==> src/rtl/reg_writeback.sv <==
// reg_writeback: per-thread writeback unit driving the register-file write port.
// Captures a decoded write in UPDATE, selects ALU/LSU/immediate data, waits on
// the LSU handshake for loads, and issues a one-cycle registered write strobe.
// A pending-write scoreboard flags read-after-write hazards to operand fetch.
module reg_writeback #(
    parameter int DATA_BITS     = 8,
    parameter int WRITABLE_REGS = 13
) (
    input  logic                 clk,
    input  logic                 reset,
    input  logic [2:0]           core_state,
    input  logic                 decoded_reg_write_enable,
    input  logic [1:0]           decoded_reg_input_mux,
    input  logic [3:0]           decoded_rd_address,
    input  logic [3:0]           decoded_rs_address,
    input  logic [3:0]           decoded_rt_address,
    input  logic [DATA_BITS-1:0] decoded_immediate,
    input  logic [DATA_BITS-1:0] alu_out,
    input  logic                 lsu_valid,
    input  logic [DATA_BITS-1:0] lsu_out,
    output logic                 lsu_ready,
    output logic                 wb_enable,
    output logic [3:0]           wb_address,
    output logic [DATA_BITS-1:0] wb_data,
    output logic                 busy,
    output logic                 hazard,
    output logic [7:0]           reject_count
);

    typedef enum logic [1:0] {
        IDLE     = 2'b00,
        WAIT_LSU = 2'b01,
        WRITE    = 2'b10
    } state_t;

    localparam logic [2:0] UPDATE   = 3'b110;
    localparam logic [1:0] MUX_ALU  = 2'b00;
    localparam logic [1:0] MUX_MEM  = 2'b01;
    localparam logic [1:0] MUX_IMM  = 2'b10;
    // One extra bit so WRITABLE_REGS == 16 still compares correctly.
    localparam logic [4:0] RD_LIMIT = 5'(WRITABLE_REGS);

    state_t               state_q, state_d;
    logic [3:0]           rd_q, rd_d;
    logic                 pending_q, pending_d;
    logic                 wb_enable_q, wb_enable_d;
    logic [3:0]           wb_address_q, wb_address_d;
    logic [DATA_BITS-1:0] wb_data_q, wb_data_d;
    logic [7:0]           reject_count_q, reject_count_d;

    logic req;
    logic req_bad;

    assign req     = (core_state == UPDATE) && decoded_reg_write_enable;
    assign req_bad = ({1'b0, decoded_rd_address} >= RD_LIMIT) ||
                     (decoded_reg_input_mux == 2'b11);

    // Next-state and write-port update; the write port registers are loaded
    // on the edge entering WRITE so the strobe is high exactly in that cycle.
    always_comb begin
        state_d        = state_q;
        rd_d           = rd_q;
        pending_d      = pending_q;
        wb_enable_d    = 1'b0;
        wb_address_d   = wb_address_q;
        wb_data_d      = wb_data_q;
        reject_count_d = reject_count_q;
        case (state_q)
            IDLE: begin
                if (req) begin
                    if (req_bad) begin
                        if (reject_count_q != 8'hFF)
                            reject_count_d = reject_count_q + 8'd1;
                    end else begin
                        rd_d = decoded_rd_address;
                        case (decoded_reg_input_mux)
                            MUX_ALU: begin
                                wb_address_d = decoded_rd_address;
                                wb_data_d    = alu_out;
                                wb_enable_d  = 1'b1;
                                state_d      = WRITE;
                            end
                            MUX_IMM: begin
                                wb_address_d = decoded_rd_address;
                                wb_data_d    = decoded_immediate;
                                wb_enable_d  = 1'b1;
                                state_d      = WRITE;
                            end
                            MUX_MEM: begin
                                pending_d = 1'b1;
                                state_d   = WAIT_LSU;
                            end
                            default: ;
                        endcase
                    end
                end
            end
            WAIT_LSU: begin
                // lsu_ready is high here, so lsu_valid alone completes the transfer
                if (lsu_valid) begin
                    wb_address_d = rd_q;
                    wb_data_d    = lsu_out;
                    wb_enable_d  = 1'b1;
                    state_d      = WRITE;
                end
            end
            WRITE: begin
                pending_d = 1'b0;
                state_d   = IDLE;
            end
            default: begin
                pending_d = 1'b0;
                state_d   = IDLE;
            end
        endcase
    end

    // State and output registers with asynchronous active-low reset.
    always_ff @(posedge clk or negedge reset) begin
        if (!reset) begin
            state_q        <= IDLE;
            rd_q           <= '0;
            pending_q      <= 1'b0;
            wb_enable_q    <= 1'b0;
            wb_address_q   <= '0;
            wb_data_q      <= '0;
            reject_count_q <= '0;
        end else begin
            state_q        <= state_d;
            rd_q           <= rd_d;
            pending_q      <= pending_d;
            wb_enable_q    <= wb_enable_d;
            wb_address_q   <= wb_address_d;
            wb_data_q      <= wb_data_d;
            reject_count_q <= reject_count_d;
        end
    end

    assign lsu_ready    = (state_q == WAIT_LSU);
    assign busy         = (state_q != IDLE);
    assign wb_enable    = wb_enable_q;
    assign wb_address   = wb_address_q;
    assign wb_data      = wb_data_q;
    assign reject_count = reject_count_q;
    assign hazard       = pending_q &&
                          ((rd_q == decoded_rs_address) || (rd_q == decoded_rt_address));

endmodule
==> config.mk <==
export PLATFORM = sky130hd
export DESIGN_NAME = reg_writeback
export DESIGN_NICKNAME = d
export VERILOG_FILES = /design/src/rtl/reg_writeback.sv
export SDC_FILE = /design/constraint.sdc
export NUM_CORES = 1
export LEC_CHECK = 0
export ABC_CLOCK_PERIOD_IN_PS = 1900
export CAP_MARGIN = 20
export CORE_UTILIZATION = 35
export CTS_CLUSTER_SIZE = 10
export DETAILED_ROUTE_END_ITERATION = 16
export GPL_TIMING_DRIVEN = 0
export PLACE_DENSITY = 0.7
export RECOVER_POWER = 25
export SLEW_MARGIN = 15
export SYNTH_ARGS = -nofsm -noshare
export SYNTH_HDL_FRONTEND = slang
export SYNTH_SLANG_ARGS = --single-unit
==> constraint.sdc <==
create_clock -name clk -period 1.9 [get_ports clk]
set_clock_uncertainty 0.05 [all_clocks]
set_input_delay 0.57 -clock clk [delete_from_list [all_inputs] [get_ports clk]]
set_output_delay 0.57 -clock clk [all_outputs]
set_load 0.01 [all_outputs]
==> results.ini, run 1 <==
[placement]
port_buffers = 68
routabilityCongestion = 0.8590
hpwl_um = 2947
dpl.cell_count = 257

[floorplanning]
rows = 23
die_y_um = 67.17
coreArea_um2 = 4029
io_pins = 69
fp.dieW_um = 67.17
initial_core_util_pct = 36.89
die-area_um2 = 4512

[setup_path]
rrSetupSlack_ps = 260
path_max_fanout = 1
r2r_end = reject_count[2]$_DFFE_PN0P_
critPathCaptureType = primary output
rr_worst_depth = 6
critical_path_class = in -> out
start_kind = input pin
crit_chain = clkdlybuf4s15_1 -> xnor2_2 -> nand4_1 -> a21boi_1 -> buf_2
critPathMaxStageDelay_ps = 210
r2r-start = reject_count[0]$_DFFE_PN0P_
slowest_stage = clkdlybuf4s15_1
critPathArrivalTime_ps = 1330
cp.required_ps = 1280

[pwr]
power_frac_seq_pct = 45.2
peakVddDrop_mv = 0.5554
p_sw_mw = 0.5207
p_int_mw = 1.314
power_mw = 1.835
clkPwrFrac_pct = 20.2
p_leak_nw = 1.162
swShare_pct = 28.38
powerDensity_nw_per_um2 = 740.2
pwr-share-comb_pct = 34.7

[clock_network]
cts_made_buffers = 3
cts_tree = done
clk_path_buf_depth = 2
clkSlewWorstSetupHoldPaths_ps = 100
root_buffer = clkbuf_8
cts_sinks = 28
clk_latency_ps = 270
cts_htree_levels = 1

[drt]
via_count = 1385
antenna_left = 0
drt-total-wl_um = 4137
drtPass1Iterations = 5
wl_per_cell_um = 14.94
drt-initial-drc-count = 51
vias_per_cell = 5.000
drc = 0

[worst_hold_path]
hp-class = in -> async

[yosys]
synth_cells = 139
synth_nets = 185
synth-edff-count = 0
ys_top_cells_by_area = dfrtp_1 (47%), mux2i_1 (8.1%), xnor2_1 (6.5%), a211oi_1 (4.5%), a21o_1 (4.0%)
seq_area_frac_synth_pct = 47.14
synth.ff_latch_count = 28
synth_flop_cell = dfrtp_1
yosysTopAreaCell = dfrtp_1
synth_warnings = 0
ys_types = 34
syn_area_per_cell_um2 = 10.69
yosysTopAreaCellShare_pct = 47.14
netlist_area_um2 = 1486
async_flop_share_pct = 100.0

[timing]
fin_setup_tns_ps = -51.99
setup_violations = 1
rsz0062_at_grt = yes
slew_violations = 0
whs_ps = 265.0
hold_violations = 0
min_period_ps = 1952
fin_ws_ps = -51.99
timing.fmax_mhz = 512.3
tightest_slew_ps = 687.5
relSlewSlack_pct = 54.16
finalCritPeriodShare_pct = 102.7

[finish]
multiInputGateArea_um2 = 820.8
layout_commonest_cell = clkdlybuf4s50_1
drive_gt1_share_pct = 23.35
final_cell_mix = clkdlybuf4s50_1 (47), dfrtp_1 (26), buf_4 (17), mux2i_1 (12)
final_cells = 277
ff_latch_area_um2 = 703.2
fill_cells = 336
n_antenna_cell = 0
nets = 274
syn2layout_area_growth_pct = 66.75

[grt]
antenna_found_initial = 0
overflow = 0
track_usage_pct = 18.07
grt_pass1_wl_um = 6223
grt_pass1_vias = 1384
grt_max_degree = 29

[run_status]
violations = setup timing
status = finished, violations left

[job]
cap_violations = 0

## worst max-delay path, delay by kind of cell
| kind | cells | cell delay [ps] |
|---|---|---|
| buf+inv | 2 | 370 |
| compound gates | 1 | 140 |
| xor+xnor | 1 | 150 |
| simple gates | 1 | 110 |
## worst max path at each step
stage / startpoint / to / slack (ps) / cells after the start
3_3_place_gp: decoded_rt_address[0] / hazard / -720 / 5
3_5_place_dp: decoded_rs_address[1] / hazard / -740 / 5
4_1_cts: decoded_rt_address[1] / hazard / -50 / 5
5_1_grt: decoded_rs_address[3] / hazard / -100 / 5
6_report: decoded_rs_address[1] / hazard / -50 / 5
2_1_floorplan: decoded_rt_address[0] / hazard / 190 / 3
## power groups by stage
| stage | registers (mW) | logic, mW | clock network (mW) |
|---|---|---|---|
| after floorplan | 0.873 | 0.200 | 0 |
| after global placement | 0.836 | 0.588 | 0 |
| after detailed placement | 0.842 | 0.602 | 0 |
| after CTS | 0.830 | 0.608 | 0.381 |
| after global routing | 0.844 | 0.692 | 0.399 |
| final | 0.828 | 0.636 | 0.370 |
## metal layers
metal  routed length, um  track usage (%)  up-vias
li1                    -                -      673
met1                1798            23.27      653
met2                2012            32.00       57
met3                 306            2.365        2
met4                  19            3.989        0
met5                   0                0        -
## state kept, by name (all words and copies together), names as in the netlist
signal / count
wb_enable: 1
reject_count: 8
rd_q: 4
wb_data: 8
pending_q: 1
wb_address: 4
state_q: 2
## what timing repair did
action,in CTS,in global routing
pin swaps,15,12
setup endpoints to repair,28,20
cloned,0,0
hold buffers,0,0
setup buffers,5,11
resized for setup,40,23
## logic make-up after synthesis
family,share of synthesized area [%]
adder cells (fa/ha/maj),0.8416
buffers and inverters,2.945
flip-flops,47.14
AO/OA/AOI/OAI,14.39
multiplexers,11.87
XOR/XNOR,8.838
AND/OR/NAND/NOR,13.97
## cell usage after synthesis, drive strengths merged, types with 2 or more instances
cell type  count
dfrtp         28
a211oi         9
a21oi          2
nand4          4
inv            4
nor2          11
nor4           2
xor2           4
nor3           2
o21ai          5
xnor2         11
a21o           8
nand3          3
nand2          8
mux2           5
nand2b         2
mux2i         12
buf            5
## through the flow
stage               cell area (um2)  util, %  worst slack (ps)
floorplan                      1486        -             190.1
global placement               2230    55.34            -721.9
detailed placement             2225    55.22            -744.1
CTS                            2362    58.63            -49.45
global route                   2479    61.52            -95.83
finish                         2479    61.52            -51.99
## final cells by class
type	instances	share of cell area, %
timing repair buffer	84	31.20
clock buffer	4	2.221
inverter	5	0.9591
multi-input combinational	101	33.11
tap	50	2.524
buffer	5	1.615
sequential	28	28.37
No activity file was read; power rests on OpenSTA's default activity.
==> inputs of run 2 (changes only) <==
--- a/config.mk
+++ b/config.mk
@@ -17,3 +17,4 @@
 export SYNTH_ARGS = -nofsm -noshare
 export SYNTH_HDL_FRONTEND = slang
 export SYNTH_SLANG_ARGS = --single-unit
+export TNS_END_PERCENT = 30
==> results.ini, run 2 (synthesis gave the netlist of run 1 again) <==
[floorplanning]
coreArea_um2 = 4029
die_y_um = 67.17
die-area_um2 = 4512
rows = 23
io_pins = 69
fp.dieW_um = 67.17
initial_core_util_pct = 36.89

[pwr]
peakVddDrop_mv = 0.4811
p_leak_nw = 1.195
powerDensity_nw_per_um2 = 751.0

[finish]
finalCoreUtilization_pct = 59.63
n_antenna_cell = 0
final_cells = 267
nets = 264
ff_latch_area_um2 = 703.2
final_cell_mix = clkdlybuf4s50_1 (41), dfrtp_1 (26), mux2i_1 (12)
drive_gt1_share_pct = 18.89
layout_commonest_cell = clkdlybuf4s50_1
syn2layout_area_growth_pct = 61.62
fill_cells = 347
multiInputGateArea_um2 = 803.3

[setup_path]
cp_top_family = flip-flops
critical_path_class = reg -> out
slowest_stage = dfrtp_1
critPathMaxStageDelay_ps = 460
rrSetupSlack_ps = 240
rr_worst_depth = 6
path_depth = 4
critPathCaptureType = primary output
cp.required_ps = 1280
start_kind = flop
critPathArrivalTime_ps = 1330
crit_chain = xnor2_1 -> nand4_1 -> a21boi_1 -> buf_2
path_max_fanout = 4
worst-path-buf-inv = 1

[run_status]
violations = setup timing
status = finished, violations left

[drt]
wl_per_cell_um = 14.86
drt-initial-drc-count = 60
drtPass1Iterations = 4
antenna_left = 0
drt-total-wl_um = 3968
via_count = 1345
drc = 0
vias_per_cell = 5.037

[timing]
slew_violations = 0
tightest_slew_ps = 680.6
relSlewSlack_pct = 54.63
rsz0062_at_grt = yes
hold_violations = 0
min_period_ps = 1946
fin_setup_tns_ps = -46.11
setup_violations = 1
timing.fmax_mhz = 513.8
finalCritPeriodShare_pct = 102.4
fin_ws_ps = -46.11
whs_ps = 263.2

[clock_network]
clkSlewWorstSetupHoldPaths_ps = 100
cts_htree_levels = 1
cts_sinks = 28
root_buffer = clkbuf_8
cts_made_buffers = 3
clk_latency_ps = 270
clk_path_buf_depth = 2
cts_tree = done

[placement]
hpwl_um = 2947
routabilityCongestion = 0.8590
port_buffers = 68
dpl.cell_count = 257

[job]
cap_violations = 0

[grt]
grt_pass1_vias = 1379
antenna_found_initial = 0
grt_pass1_wl_um = 6189
overflow = 0
grt_max_degree = 29
track_usage_pct = 17.96

[worst_hold_path]
hp-class = in -> async

## run 2: cell count changes in the layout (fill, tap and decap cells not counted), sizes merged
cell | before | now
clkbuf | 9 | 8
clkdlybuf4s15 | 5 | 6
dlymetal6s2s | 5 | 10
buf | 23 | 13
dlygate4sd2 | 4 | 5
clkdlybuf4s50 | 47 | 41
## run 2: stage by stage
| stage | setup WS [ps] | total power, mW | cell area, um2 |
|---|---|---|---|
| 2_1_floorplan | 190.1 | 1.073 | 1486 |
| 3_3_place_gp | -721.9 | 1.424 | 2230 |
| 3_5_place_dp | -744.1 | 1.444 | 2225 |
| 4_1_cts | -49.45 | 1.819 | 2354 |
| 5_1_grt | -95.83 | 1.906 | 2402 |
| 6_report | -46.11 | 1.804 | 2402 |
## run 2: layout make-up
class / instances / share of cell area, %
Inverter: 5 / 0.9896
Timing Repair Buffer: 74 / 29.74
Multi-Input combinational cell: 101 / 33.44
Tap cell: 50 / 2.604
Clock buffer: 4 / 2.292
Sequential cell: 28 / 29.27
Buffer: 5 / 1.667
## run 2: metal layers
metal,part of all wire (%),track usage [%]
met1,43,23.06
met2,49,32.00
met3,7.7,2.196
met4,0.48,3.989
met5,0,0
## run 2: where the power goes
group          total (mW)  switching [mW]  internal, mW
Combinational       0.601           0.220         0.381
Clock               0.368           0.183         0.185
Sequential          0.834           0.110         0.724
Total                1.80           0.513          1.29
## run 2: worst paths after layout
check	from	to
worst max-delay path	rd_q[2]$_DFFE_PN0P_	hazard
worst min-delay path	reset	wb_address[2]$_DFFE_PN0P_
worst max register to register	state_q[0]$_DFFE_PN0P_	reject_count[2]$_DFFE_PN0P_
worst min register to register	wb_data[1]$_DFFE_PN0P_	wb_data[1]$_DFFE_PN0P_
max in group asynchronous	reset	reject_count[4]$_DFFE_PN0P_
min in group clk	wb_data[1]$_DFFE_PN0P_	wb_data[1]$_DFFE_PN0P_
## run 2: repair_timing
action	CTS	global route
endpoints found under the setup margin	28	19
hold buffers	0	0
gates resized for setup	41	25
pin swaps	15	12
setup buffers	4	2
